`src/rtl/synth_pkg.sv`:
```
// Shared types and constants for the synth voice allocation path.
// Consumed by voice_allocator and voice_pick via import synth_pkg::*.
package synth_pkg;

  localparam int NOTE_W          = 7;
  localparam int DEFAULT_NOTE    = 60;
  localparam int NVOICES_DEFAULT = 8;

  typedef enum logic [1:0] {
    IDLE  = 2'd0,
    SCAN  = 2'd1,
    APPLY = 2'd2
  } alloc_state_e;

  typedef enum logic [1:0] {
    MATCH = 2'd0,
    FREE  = 2'd1,
    STEAL = 2'd2,
    NONE  = 2'd3
  } result_kind_e;

endpackage

```
`src/rtl/voice_pick.sv`:
```
// Running-best tracker fed one voice per SCAN cycle: first match, first free, oldest.
// Oldest tracking (and its age port) only exists when VOICE_ALLOC_STEAL_EN is defined.
module voice_pick
  import synth_pkg::*;
#(
  parameter int NVOICES = NVOICES_DEFAULT,
  parameter int IDXW    = 3
`ifdef VOICE_ALLOC_STEAL_EN
  , parameter int AGEBITS = 8
`endif
) (
  input  logic              clk,
  input  logic              rst,
  input  logic              clear_i,
  input  logic              valid_i,
  input  logic [IDXW-1:0]   idx_i,
  input  logic              gate_i,
  input  logic [NOTE_W-1:0] note_i,
  input  logic [NOTE_W-1:0] ev_note_i,
  output logic              match_found_o,
  output logic [IDXW-1:0]   match_idx_o,
  output logic              free_found_o,
  output logic [IDXW-1:0]   free_idx_o
`ifdef VOICE_ALLOC_STEAL_EN
  , input  logic [AGEBITS-1:0] age_i
  , output logic [IDXW-1:0]    oldest_idx_o
`endif
);

  logic            match_found_q;
  logic [IDXW-1:0] match_idx_q;
  logic            free_found_q;
  logic [IDXW-1:0] free_idx_q;
`ifdef VOICE_ALLOC_STEAL_EN
  logic [IDXW-1:0]    oldest_idx_q;
  logic [AGEBITS-1:0] oldest_age_q;
`endif

  always_ff @(posedge clk) begin
    if (rst || clear_i) begin
      match_found_q <= 1'b0;
      match_idx_q   <= '0;
      free_found_q  <= 1'b0;
      free_idx_q    <= '0;
`ifdef VOICE_ALLOC_STEAL_EN
      oldest_idx_q  <= '0;
      oldest_age_q  <= '0;
`endif
    end else if (valid_i) begin
      if (!match_found_q && gate_i && (note_i == ev_note_i)) begin
        match_found_q <= 1'b1;
        match_idx_q   <= idx_i;
      end
      if (!free_found_q && !gate_i) begin
        free_found_q <= 1'b1;
        free_idx_q   <= idx_i;
      end
`ifdef VOICE_ALLOC_STEAL_EN
      // Strictly greater keeps the lowest index on equal ages.
      if (age_i > oldest_age_q) begin
        oldest_idx_q <= idx_i;
        oldest_age_q <= age_i;
      end
`endif
    end
  end

  assign match_found_o = match_found_q;
  assign match_idx_o   = match_idx_q;
  assign free_found_o  = free_found_q;
  assign free_idx_o    = free_idx_q;
`ifdef VOICE_ALLOC_STEAL_EN
  assign oldest_idx_o  = oldest_idx_q;
`endif

endmodule

```
`src/rtl/voice_allocator.sv`:
```
// Polyphonic note scheduler: IDLE -> SCAN (one voice per cycle) -> APPLY.
// Voice stealing of the oldest voice is built only with VOICE_ALLOC_STEAL_EN.
// Handshake: an event transfers on a clk edge where event_valid && event_ready;
// event_ready is high only in IDLE, and the event fields are latched at that edge.
module voice_allocator
  import synth_pkg::*;
#(
  parameter int NVOICES      = NVOICES_DEFAULT,
  parameter int AGEBITS      = 8,
  parameter int DEFAULT_NOTE = synth_pkg::DEFAULT_NOTE
) (
  input  logic                      clk,
  input  logic                      rst,
  input  logic                      event_valid,
  output logic                      event_ready,
  input  logic                      event_on,
  input  logic [NOTE_W-1:0]         event_note,
  input  logic                      all_off,
  output logic [NVOICES-1:0]        voice_gate,
  output logic [NVOICES*NOTE_W-1:0] voice_note,
  output logic                      stolen,
  output logic                      dropped,
  output logic [1:0]                dbg_state
);

  localparam int IDXW = (NVOICES > 1) ? $clog2(NVOICES) : 1;
  localparam logic [IDXW-1:0] LAST_IDX = IDXW'(NVOICES - 1);

  alloc_state_e      state_q;
  logic [IDXW-1:0]   idx_q;
  logic              ev_on_q;
  logic [NOTE_W-1:0] ev_note_q;
  logic [NVOICES-1:0] gate_q;
  logic [NOTE_W-1:0] note_q [NVOICES];
  logic              stolen_q;
  logic              dropped_q;

  logic              accept;
  logic              match_found;
  logic              free_found;
  logic [IDXW-1:0]   match_idx;
  logic [IDXW-1:0]   free_idx;
  result_kind_e      kind;
  logic [IDXW-1:0]   tgt;
`ifdef VOICE_ALLOC_STEAL_EN
  logic [AGEBITS-1:0] age_q [NVOICES];
  logic [IDXW-1:0]    oldest_idx;
`endif

  assign event_ready = (state_q == IDLE);
  // all_off wins over a same-edge acceptance.
  assign accept      = event_valid && event_ready && !all_off;
  assign voice_gate  = gate_q;
  assign stolen      = stolen_q;
  assign dropped     = dropped_q;
  assign dbg_state   = state_q;

  always_comb begin
    voice_note = '0;
    for (int i = 0; i < NVOICES; i++) begin
      voice_note[i*NOTE_W +: NOTE_W] = note_q[i];
    end
  end

  voice_pick #(
    .NVOICES (NVOICES),
    .IDXW    (IDXW)
`ifdef VOICE_ALLOC_STEAL_EN
    , .AGEBITS (AGEBITS)
`endif
  ) u_pick (
    .clk           (clk),
    .rst           (rst),
    .clear_i       (accept),
    .valid_i       (state_q == SCAN),
    .idx_i         (idx_q),
    .gate_i        (gate_q[idx_q]),
    .note_i        (note_q[idx_q]),
    .ev_note_i     (ev_note_q),
    .match_found_o (match_found),
    .match_idx_o   (match_idx),
    .free_found_o  (free_found),
    .free_idx_o    (free_idx)
`ifdef VOICE_ALLOC_STEAL_EN
    , .age_i        (age_q[idx_q])
    , .oldest_idx_o (oldest_idx)
`endif
  );

  always_comb begin
    kind = NONE;
    tgt  = '0;
    if (match_found) begin
      kind = MATCH;
      tgt  = match_idx;
    end else if (free_found) begin
      kind = FREE;
      tgt  = free_idx;
    end else begin
`ifdef VOICE_ALLOC_STEAL_EN
      kind = STEAL;
      tgt  = oldest_idx;
`endif
    end
  end

  always_ff @(posedge clk) begin
    if (rst) begin
      state_q   <= IDLE;
      idx_q     <= '0;
      ev_on_q   <= 1'b0;
      ev_note_q <= '0;
      gate_q    <= '0;
      stolen_q  <= 1'b0;
      dropped_q <= 1'b0;
      for (int i = 0; i < NVOICES; i++) begin
        note_q[i] <= NOTE_W'(DEFAULT_NOTE);
`ifdef VOICE_ALLOC_STEAL_EN
        age_q[i]  <= '0;
`endif
      end
    end else begin
      stolen_q  <= 1'b0;
      dropped_q <= 1'b0;
      if (all_off) begin
        gate_q  <= '0;
        state_q <= IDLE;
        idx_q   <= '0;
      end else begin
        case (state_q)
          IDLE: begin
            if (accept) begin
              ev_on_q   <= event_on;
              ev_note_q <= event_note;
              idx_q     <= '0;
              state_q   <= SCAN;
            end
          end
          SCAN: begin
            idx_q <= idx_q + 1'b1;
            if (idx_q == LAST_IDX) state_q <= APPLY;
          end
          APPLY: begin
            state_q <= IDLE;
            if (ev_on_q) begin
              case (kind)
                MATCH: ;
                FREE: begin
                  note_q[tgt] <= ev_note_q;
                  gate_q[tgt] <= 1'b1;
                end
                STEAL: begin
                  note_q[tgt] <= ev_note_q;
                  stolen_q    <= 1'b1;
                end
                default: dropped_q <= 1'b1;
              endcase
`ifdef VOICE_ALLOC_STEAL_EN
              // Target restarts at age 0; others age only on a fresh assignment.
              if (kind != NONE) begin
                for (int i = 0; i < NVOICES; i++) begin
                  if (IDXW'(i) == tgt) age_q[i] <= '0;
                  else if (kind != MATCH && age_q[i] != '1) age_q[i] <= age_q[i] + 1'b1;
                end
              end
`endif
            end else begin
              // Release keeps the note so the envelope tail plays the right pitch.
              for (int i = 0; i < NVOICES; i++) begin
                if (gate_q[i] && (note_q[i] == ev_note_q)) gate_q[i] <= 1'b0;
              end
            end
          end
          default: state_q <= IDLE;
        endcase
      end
    end
  end

endmodule

```
`config.mk`:
```
export PLATFORM = sky130hd
export DESIGN_NAME = voice_allocator
export DESIGN_NICKNAME = d
export VERILOG_FILES = /design/src/rtl/synth_pkg.sv /design/src/rtl/voice_pick.sv /design/src/rtl/voice_allocator.sv
export SDC_FILE = /design/constraint.sdc
export NUM_CORES = 1
export LEC_CHECK = 0
export ABC_AREA = 0
export CAP_MARGIN = 20
export CORE_MARGIN = 5
export CORE_UTILIZATION = 37
export DETAILED_ROUTE_END_ITERATION = 10
export GPL_TIMING_DRIVEN = 0
export PLACE_DENSITY = 0.67
export SYNTH_ARGS = -nofsm -noshare
export SYNTH_HDL_FRONTEND = slang
export SYNTH_SLANG_ARGS = --single-unit
```
`constraint.sdc`:
```
create_clock -name clk -period 3.6 [get_ports clk]
set_input_delay 0.36 -clock clk [delete_from_list [all_inputs] [get_ports clk]]
set_output_delay 0.36 -clock clk [all_outputs]
set_load 0.03 [all_outputs]
```
Word level (Yosys, flattened, before mapping)

Memory sizes are Yosys's and may differ from the RTL's. A register that Yosys moved wholly into a read port is not among the register bits.
Index checks and enable logic that the tools add are counted.

Memories: 1
Input bits: 12
Memory bits (writable): 56
Word-level logic and storage cells: 136
Register bits: 31
Output and inout bits: 69

Memories:

| memory | words | bits a word | rd ports | clocked after memory_dff | write ports | RTL line              | RTL |
|---|---|---|---|---|---|---|---|
| note_q | 8     | 7           | 9        | 1                        | 8           | voice_allocator.sv:34 | `logic [NOTE_W-1:0] note_q [NVOICES];` |

$lt $le $gt $ge: 3
Equal/unequal tests: 17
Muxes and demuxes: 44
Bitwise logic cells: 5
Reductions and logical operators: 47
Add/sub/neg operators: 1

Operator list:

| kind                                                                    | count |
|---|---|
| 7-bit == test                                                           | 9 |
| 3-bit AND reduction                                                     | 9 |
| 1-bit two-way mux                                                       | 26 |
| 3-bit two-way mux                                                       | 6 |
| 2-bit nonzero test                                                      | 9 |
| 8-bit two-way mux                                                       | 2 |
| 1-bit logical AND                                                       | 14 |
| 7-bit two-way mux                                                       | 2 |
| 3-bit by 4-bit < comparator with 1-bit output, second input constant    | 2 |
| 2-bit two-way mux                                                       | 4 |
| 8-bit OR                                                                | 1 |
| 2-bit AND reduction                                                     | 4 |
| 7-bit OR reduction                                                      | 1 |
| 3-bit case mux with 2 select lines                                      | 1 |
| 2-bit by 1-bit == test with 1-bit output, second input constant         | 2 |
| 2-bit == test, second input constant                                    | 2 |
| 1-bit logical NOT                                                       | 4 |
| 2-bit logical NOT                                                       | 2 |
| 2-bit by 1-bit inequality test with 1-bit output, second input constant | 2 |
| 2-bit case mux with 2 select lines                                      | 1 |
| 4-bit OR reduction                                                      | 1 |
| 3-bit by 1-bit adder with 3-bit output, second input constant           | 1 |
| 1-bit binary-select mux with 3-bit select                               | 1 |
| 1-bit demux with 3-bit select                                           | 1 |
| 8 further kinds                                                         | 10 |

Depth between registers and ports, before layout

Gate-level depths: netlist of run 1.

Word-level depth: 12
Mapped depth: 8
Depth with buffers taken out: 6

Hierarchy

From an unflattened synthesis of run 1, not the netlist that was laid out.

Cells, all modules: 404
Area, all modules: 4,697.0 um^2

By module, submodules not included:

| module          | instances | sequential area each (um^2) | area an instance (um^2) | cells an instance |
|---|---|---|---|---|
| voice_allocator | 1         | 2,202.1                     | 4,297.9                 | 363 |
| voice_pick      | 1         | 160.2                       | 399.1                   | 41 |

Worst setup path after synthesis of run 1

No wires, ideal clock.

Path kind: reg2reg
From: mem note_q[7][2]
To: reg u_pick.match_idx_q[0] (netlist: u_pick.match_idx_o[0])
Required time: 3,528 ps
Stages on the path, launching flop included: 7
Buffers on the path: 0
Setup time: 72 ps
Setup slack: 1,300 ps
Arrival: 2,228 ps
Clock period less this slack: 2,300 ps
Cell sequence: edfxtp_1 > mux4_2 > mux2i_1 > xnor2_1 > or4_4 > nor4_4 > mux2i_1

RTL lines:

| what                 | RTL line              | RTL |
|---|---|---|
| start, declared      | voice_allocator.sv:34 |  |
| end signal, assigned | voice_pick.sv:52      | `match_idx_q <= idx_i;` |
| end, declared        | voice_pick.sv:31      | `logic [IDXW-1:0] match_idx_q;` |

==> results of run 1 <==
[layer usage]
metal  track usage  part of all wire  vias up
li1              -                 -     1741
met1         0.262              0.40     1838
met2         0.319              0.48      207
met3        0.0279             0.087       33
met4        0.0917             0.032        0
met5             0                 0        -
[worst reg2reg max path, delay by kind of cell (launching register included)]
kind          cells  cell delay [ps]
flops             1              310
xor+xnor          1               90
simple gates      2              900
mux               3              870
buf+inv           1              510
[cells by family after synthesis]
kind of cell | count (synthesis)
AOI/OAI and AO/OA | 49
xor gates and xnor gates | 59
adders and majority gates | 2
buffers and inverters | 30
DFF | 90
muxes | 36
other | 1
and+or+nand+nor | 175
[placed cells by master, fill, tap and decap left out, drive strengths merged, types with 2 or more instances in the layout]
| cell | n |
|---|---|
| clkdlybuf4s50 | 80 |
| edfxtp | 56 |
| xor2 | 39 |
| clkbuf | 35 |
| nand2 | 34 |
| dfxtp | 34 |
| nor2 | 29 |
| or2 | 21 |
| nand2b | 21 |
| mux2i | 21 |
| a21oi | 20 |
| xnor2 | 20 |
| nand3 | 15 |
| o21ai | 13 |
| nor3 | 10 |
| or3 | 9 |
| and2 | 9 |
| mux2 | 8 |
| nor4 | 8 |
| mux4 | 7 |
| buf | 6 |
| and3 | 5 |
| nand4 | 5 |
| inv | 4 |
| nand3b | 4 |
| o22ai | 4 |
| a22o | 4 |
| a2bb2oi | 2 |
| nor2b | 2 |
| o21a | 2 |
| ha | 2 |
[through the flow]
| step | total power (uW) | util | setup WS, ps | hold slack (ps) |
|---|---|---|---|---|
| after detailed placement | 1340 | 0.457 | 542 | 462 |
| after CTS | 2310 | 0.482 | 821 | 469 |
| after global placement | 1330 | 0.456 | 570 | 460 |
| after floorplan | 1260 | - | 1300 | 435 |
| final | 2300 | 0.482 | 849 | 467 |
| after global routing | 2370 | 0.482 | 641 | 492 |
[final cells by class]
type	instances	area (um2)	share of cell area
multi-input combinational	322	2240	0.369
sequential	90	2360	0.390
buffer	26	113	0.0186
inverter	4	15.0	0.00248
clock buffer	15	288	0.0475
tap	172	215	0.0355
clock inverter	1	30.0	0.00496
timing repair buffer	80	801	0.132
[state kept, by name, indices dropped and copies added, names as in the netlist, 2 cells and up, named ones only]
name and count:
voice_gate 8, u_pick.match_idx_o 3, note_q 56, idx_q 3, dbg_state 2, u_pick.free_idx_o 3, ev_note_q 7
[worst max path at each step]
stage                       startpoint                     to  cells past startpoint
after floorplan           note_q[7][2]  u_pick.match_idx_o[0]                      6
after global placement         all_off           note_q[4][1]                      6
after detailed placement       all_off           note_q[4][0]                      6
after CTS                    flip-flop  u_pick.match_idx_o[1]                      7
after global routing           all_off           note_q[4][5]                      6
final                        flip-flop  u_pick.match_idx_o[1]                      7
[where the power goes]
| group | leakage, uW | switching [uW] | internal, uW | total (uW) |
|---|---|---|---|---|
| Clock | 0.000156 | 372 | 614 | 986 |
| Sequential | 0.000740 | 15.8 | 1110 | 1120 |
| Combinational | 0.00104 | 119 | 73.4 | 192 |
==> results.py, run 1 <==
metrics = {
    "routing": {
        "dr.first_iter.drc_count": 420,
        "wire_per_inst_um": 20.4,
        "vias": 3819,
        "drt-pass1-iter-count": 5,
        "drtAntennaViolNets": 0,
        "wl_mm": 14.5,
        "viasPerCell": 5.38,
        "drc": 0,
    },
    "sta": {
        "min_period_over_period": 0.764,
        "maxSlewViolCount": 0,
        "setup_tns_ps": 0,
        "hold_violations": 0,
        "setup_violations": 0,
        "worst_pin_slew_ps": 936,
        "slew_headroom": 0.375,
        "finalClockSkew_ps": 6.97,
        "period_needed_ps": 2750,
        "fmax_ghz": 0.364,
        "rsz0062_at_grt": "no",
    },
    "finish": {
        "syn_to_final_growth_pct": 28.4,
        "drive_gt1_frac": 0.110,
        "fillers": 1168,
        "final_nets": 547,
        "diodes": 0,
        "final_area_um2": 6060,
        "instances_no_fill": 710,
    },
    "hold_path": {
        "hp-start": "u_pick.match_idx_o[0]",
        "hold_path.class": "flip-flop to flip-flop",
        "hold_end": "u_pick.match_idx_o[0]",
        "holdPathStages": 2,
    },
    "synthesis": {
        "synthMuxAreaShare": 0.0970,
        "async_reset_ff_frac": 0,
        "synth_compound_area_frac": 0.0615,
        "syn_nets": 456,
        "synth_edf_count": 56,
        "yosys_warnings": 0,
        "ys_seq_area_frac": 0.501,
        "synthSimpleGateAreaFrac": 0.198,
        "yosys.area.top_type": "edfxtp_1",
        "netlist_area_um2": 4720,
        "synth.avg_cell_area_um2": 10.7,
        "postSynthRegisterBits": 90,
        "synth_top_area_frac": 0.356,
        "synth_most_common_cell": "edfxtp_1",
        "ys_types": 42,
        "synth_cells": 442,
        "synth_top_family_by_area": "simple AND/OR/NAND/NOR gates",
        "synthTopCellsByArea": "edfxtp_1, dfxtp_1, xor2_1, mux2i_1, xnor2_1",
        "ys.flop_type": "edfxtp_1",
        "synth-adder-area-share": 0.00530,
        "synth_xor_area_frac": 0.109,
        "synthTopCellsByCount": "edfxtp_1, xor2_1, dfxtp_1, nand2_1, nor2_1",
    },
    "floorplan": {
        "fp.dieArea_um2": 15100,
        "fp.dieH_um": 123,
        "row_count": 41,
        "ios": 81,
        "start_util": 0.376,
        "core_um2": 12600,
        "dieWidth_um": 123,
    },
    "clock_tree": {
        "cts_setup_buffers": 0,
        "clkTransAtPathRegs_ps": 60,
        "clk_latency_ps": 340,
        "cts_resized": 0,
        "cts_hold_buf": 0,
        "clockBufferDepth": 2,
        "clockRootBuffer": "clkbuf_16",
        "clock-sinks": 90,
        "tritoncts": "done",
        "cts_made_buffers": 9,
        "htree_levels": 3,
    },
    "placement": {
        "dp_hpwl_mm": 10.9,
        "io_buffer_count": 80,
        "dpl.cell_count": 694,
        "dpl_cell_area_um2": 5740,
        "gp_congestion": 0.903,
    },
    "worst_setup_path": {
        "r2r_setup_slack_ps": 850,
        "reg2regPathDepth": 7,
        "cp_cell_sequence": "clkbuf_1, mux4_2, mux2i_1, xnor2_1, or4_4, nor4_4, mux2i_1",
        "critical_path.slowest_cell": "clkbuf_1",
        "critPathCaptureType": "flip-flop",
        "crit_top_cell": "mux2i_1",
        "cp_max_fo": 10,
        "worst-setup-path-type": "flip-flop to flip-flop",
        "path_buf_inv": 1,
        "slowest_delay_ps": 510,
        "critPathLaunchType": "flip-flop",
        "crit_arrival_ps": 3020,
        "path_delay_family": "simple AND/OR/NAND/NOR gates",
        "worst_r2r_endpoint": "u_pick.match_idx_o[1]",
        "cp.required_ps": 3860,
    },
    "pwr": {
        "power.density_nw_per_um2": 380,
        "leakagePower_uw": 0.00193,
        "ir_worst_vdd_mv": 0.196,
    },
    "grt": {
        "grt_pass1_wl_mm": 21.6,
        "grt_max_degree": 14,
        "grt.total_usage": 0.197,
        "grt_pass1_vias": 3693,
        "grt_overflow": 0,
        "antenna_found_initial": 0,
    },
    "run": {
        "maxCapViolCount": 0,
    },
    "outcome": {
        "status": "complete, no violations",
    },
}
Note: power is estimated with default switching activity, not from simulation.
==> run 2: changes to the inputs <==
- PLACE_DENSITY: 0.67 -> 0.69
- clock period: 3.6 -> 2.22 ns (I/O delays scaled with it)
==> run 2 against run 1 <==
Compared with the run above:
- the flow now finishes with violations (negative setup slack)
- maximum frequency up 17%
- core utilization up 1.4 points
- sequential power up 63%
- final area up 2.9%
- register-to-register slack worse by 990 ps
- critical path depth unchanged
- highest routed layer unchanged
==> results.py, run 2 (same netlist as run 1, synthesis figures left out) <==
metrics = {
    "outcome": {
        "status": "finished, violations left",
        "violations": "negative setup slack",
    },
    "sta": {
        "hold_violations": 0,
        "finalClockSkew_ps": 6.80,
        "setup_violations": 4,
        "slew_headroom": 0.393,
        "maxSlewViolCount": 0,
        "fmax_ghz": 0.424,
        "min_period_over_period": 1.06,
        "period_needed_ps": 2360,
        "setup_ws_ps": -140,
        "rsz0062_at_grt": "yes",
        "worst_pin_slew_ps": 908,
    },
    "clock_tree": {
        "clockRootBuffer": "clkbuf_16",
        "clk_latency_ps": 350,
        "clkTransAtPathRegs_ps": 70,
        "tritoncts": "done",
        "clockBufferDepth": 2,
        "htree_levels": 3,
        "cts_made_buffers": 9,
        "cts_hold_buf": 0,
        "clock-sinks": 90,
    },
    "grt": {
        "antenna_found_initial": 0,
        "grt_max_degree": 16,
        "grt.total_usage": 0.207,
        "grt_pass1_vias": 3858,
        "busiest_layer": "met2",
        "use_met1": 0.265,
        "grt_overflow": 0,
        "globalRouteMet2Util": 0.341,
        "grt_pass1_wl_mm": 22.9,
        "grtUsageMet3": 0.0348,
    },
    "worst_setup_path": {
        "crit_top_cell": "mux2i_1",
        "path_buf_inv": 1,
        "critPathLaunchType": "flip-flop",
        "cp_cell_sequence": "mux4_2, mux2i_1, xnor2_1, or4_4, nor4_4, buf_4, mux2i_1",
        "critical_path.slowest_cell": "mux4_2",
        "cp_max_fo": 4,
        "worst-setup-path-type": "flip-flop to flip-flop",
        "cp.required_ps": 2490,
        "critPathCaptureType": "flip-flop",
        "slowest_delay_ps": 500,
        "crit_arrival_ps": 2630,
        "path_delay_family": "multiplexers",
    },
    "floorplan": {
        "fp.dieArea_um2": 15100,
        "row_count": 41,
        "dieWidth_um": 123,
        "core_um2": 12600,
        "ios": 81,
        "fp.dieH_um": 123,
        "start_util": 0.376,
    },
    "finish": {
        "final_area_um2": 6240,
        "fillers": 1148,
        "mostFrequentLayoutCells": "clkdlybuf4s50_1, edfxtp_1, xor2_1, dfxtp_1, nand2_1",
        "multi_input_area_um2": 2310,
        "largest_reg_flops": 56,
        "seqCellArea_um2": 2370,
        "largest_register": "note_q",
        "diodes": 0,
        "syn_to_final_growth_pct": 32.1,
        "drive_gt1_frac": 0.177,
        "final_common_cell": "clkdlybuf4s50_1",
        "final_nets": 557,
    },
    "run": {
        "maxCapViolCount": 0,
    },
    "routing": {
        "wl_mm": 15.1,
        "drc": 0,
        "dr.first_iter.drc_count": 350,
        "wire_per_inst_um": 21.0,
        "vias": 3868,
        "drtAntennaViolNets": 0,
        "viasPerCell": 5.37,
        "drt-pass1-iter-count": 6,
    },
    "placement": {
        "dpl_cell_area_um2": 5740,
        "dp_slack_ps": -973,
        "io_buffer_count": 80,
        "dp_hpwl_mm": 11.2,
        "gp_congestion": 0.945,
    },
    "pwr": {
        "swShare": 0.229,
        "leakagePower_uw": 0.00202,
        "seq_power_share": 0.487,
        "cellInternalPower_uw": 2890,
        "power.density_nw_per_um2": 602,
        "power_frac_comb": 0.082,
        "clkPwrFrac": 0.431,
        "p_sw_uw": 861,
        "ir_worst_vdd_mv": 0.301,
    },
    "hold_path": {
        "hold_path.class": "input port to flip-flop",
    },
}
run 2: cell types whose count changed in the layout (fill, tap and decap cells not counted), moves of 4 or more:
cell and delta:
nand2_1 -4, nand2b_1 -5, clkbuf_1 -6, nand2b_2 +5, nand2_2 +4, buf_4 +12
run 2: worst min-delay path: stages:
cell and delay, ps:
clkdlybuf4s50_1 400, nand2_1 60, a21oi_1 50
run 2: metrics by stage:
| stage | hold slack [ps] | utilization | instances | power, uW | TNS (ps) |
|---|---|---|---|---|---|
| 2_1_floorplan | 358 | - | 442 | 2040 | -11.7 |
| 3_3_place_gp | 458 | 0.457 | 694 | 2160 | -71310 |
| 3_5_place_dp | 466 | 0.457 | 694 | 2170 | -72530 |
| 4_1_cts | 428 | 0.495 | 720 | 3770 | -353 |
| 5_1_grt | 438 | 0.496 | 720 | 3870 | -713 |
| 6_report | 430 | 0.496 | 720 | 3750 | -455 |
run 2: power groups by stage:
stage	Clock (uW)	Combinational [uW]	Sequential, uW
after floorplan	0	159	1880
after global placement	0	302	1860
after detailed placement	0	308	1860
after CTS	1640	311	1820
after global routing	1710	329	1830
final	1620	307	1830
run 2: timing repair:
item | in CTS | in global routing
setup buffers | 12 | 1
gates resized for setup | 24 | 8
pin swaps | 2 | 0
endpoints found under the setup margin | 93 | 81
run 2: layer usage:
metal | wire length (um) | vias to the layer above
li1 | - | 1764
met5 | 0 | -
met1 | 6180 | 1871
met3 | 1160 | 33
met2 | 7280 | 200
met4 | 491 | 0
run 2: path summary, 6_finish.rpt:
check / slack (ps) / end / depth (start not counted) / from
setup / recovery: -140 / u_pick.match_idx_o[2] / 7 / note_q[7][2]
hold / removal: 430 / ev_note_q[5] / 3 / event_note[5]
setup reg to reg: -140 / u_pick.match_idx_o[2] / 7 / note_q[7][2]
hold reg to reg: 490 / u_pick.match_idx_o[0] / 2 / u_pick.match_idx_o[0]
run 2: final cells by class:
| class | count | area share |
|---|---|---|
| Multi-Input combinational cell | 322 | 0.370 |
| Sequential cell | 90 | 0.380 |
| Tap cell | 172 | 0.0345 |
| Clock inverter | 5 | 0.00923 |
| Inverter | 4 | 0.00241 |
| Timing Repair Buffer | 93 | 0.144 |
| Clock buffer | 11 | 0.0423 |
| Buffer | 23 | 0.0173 |
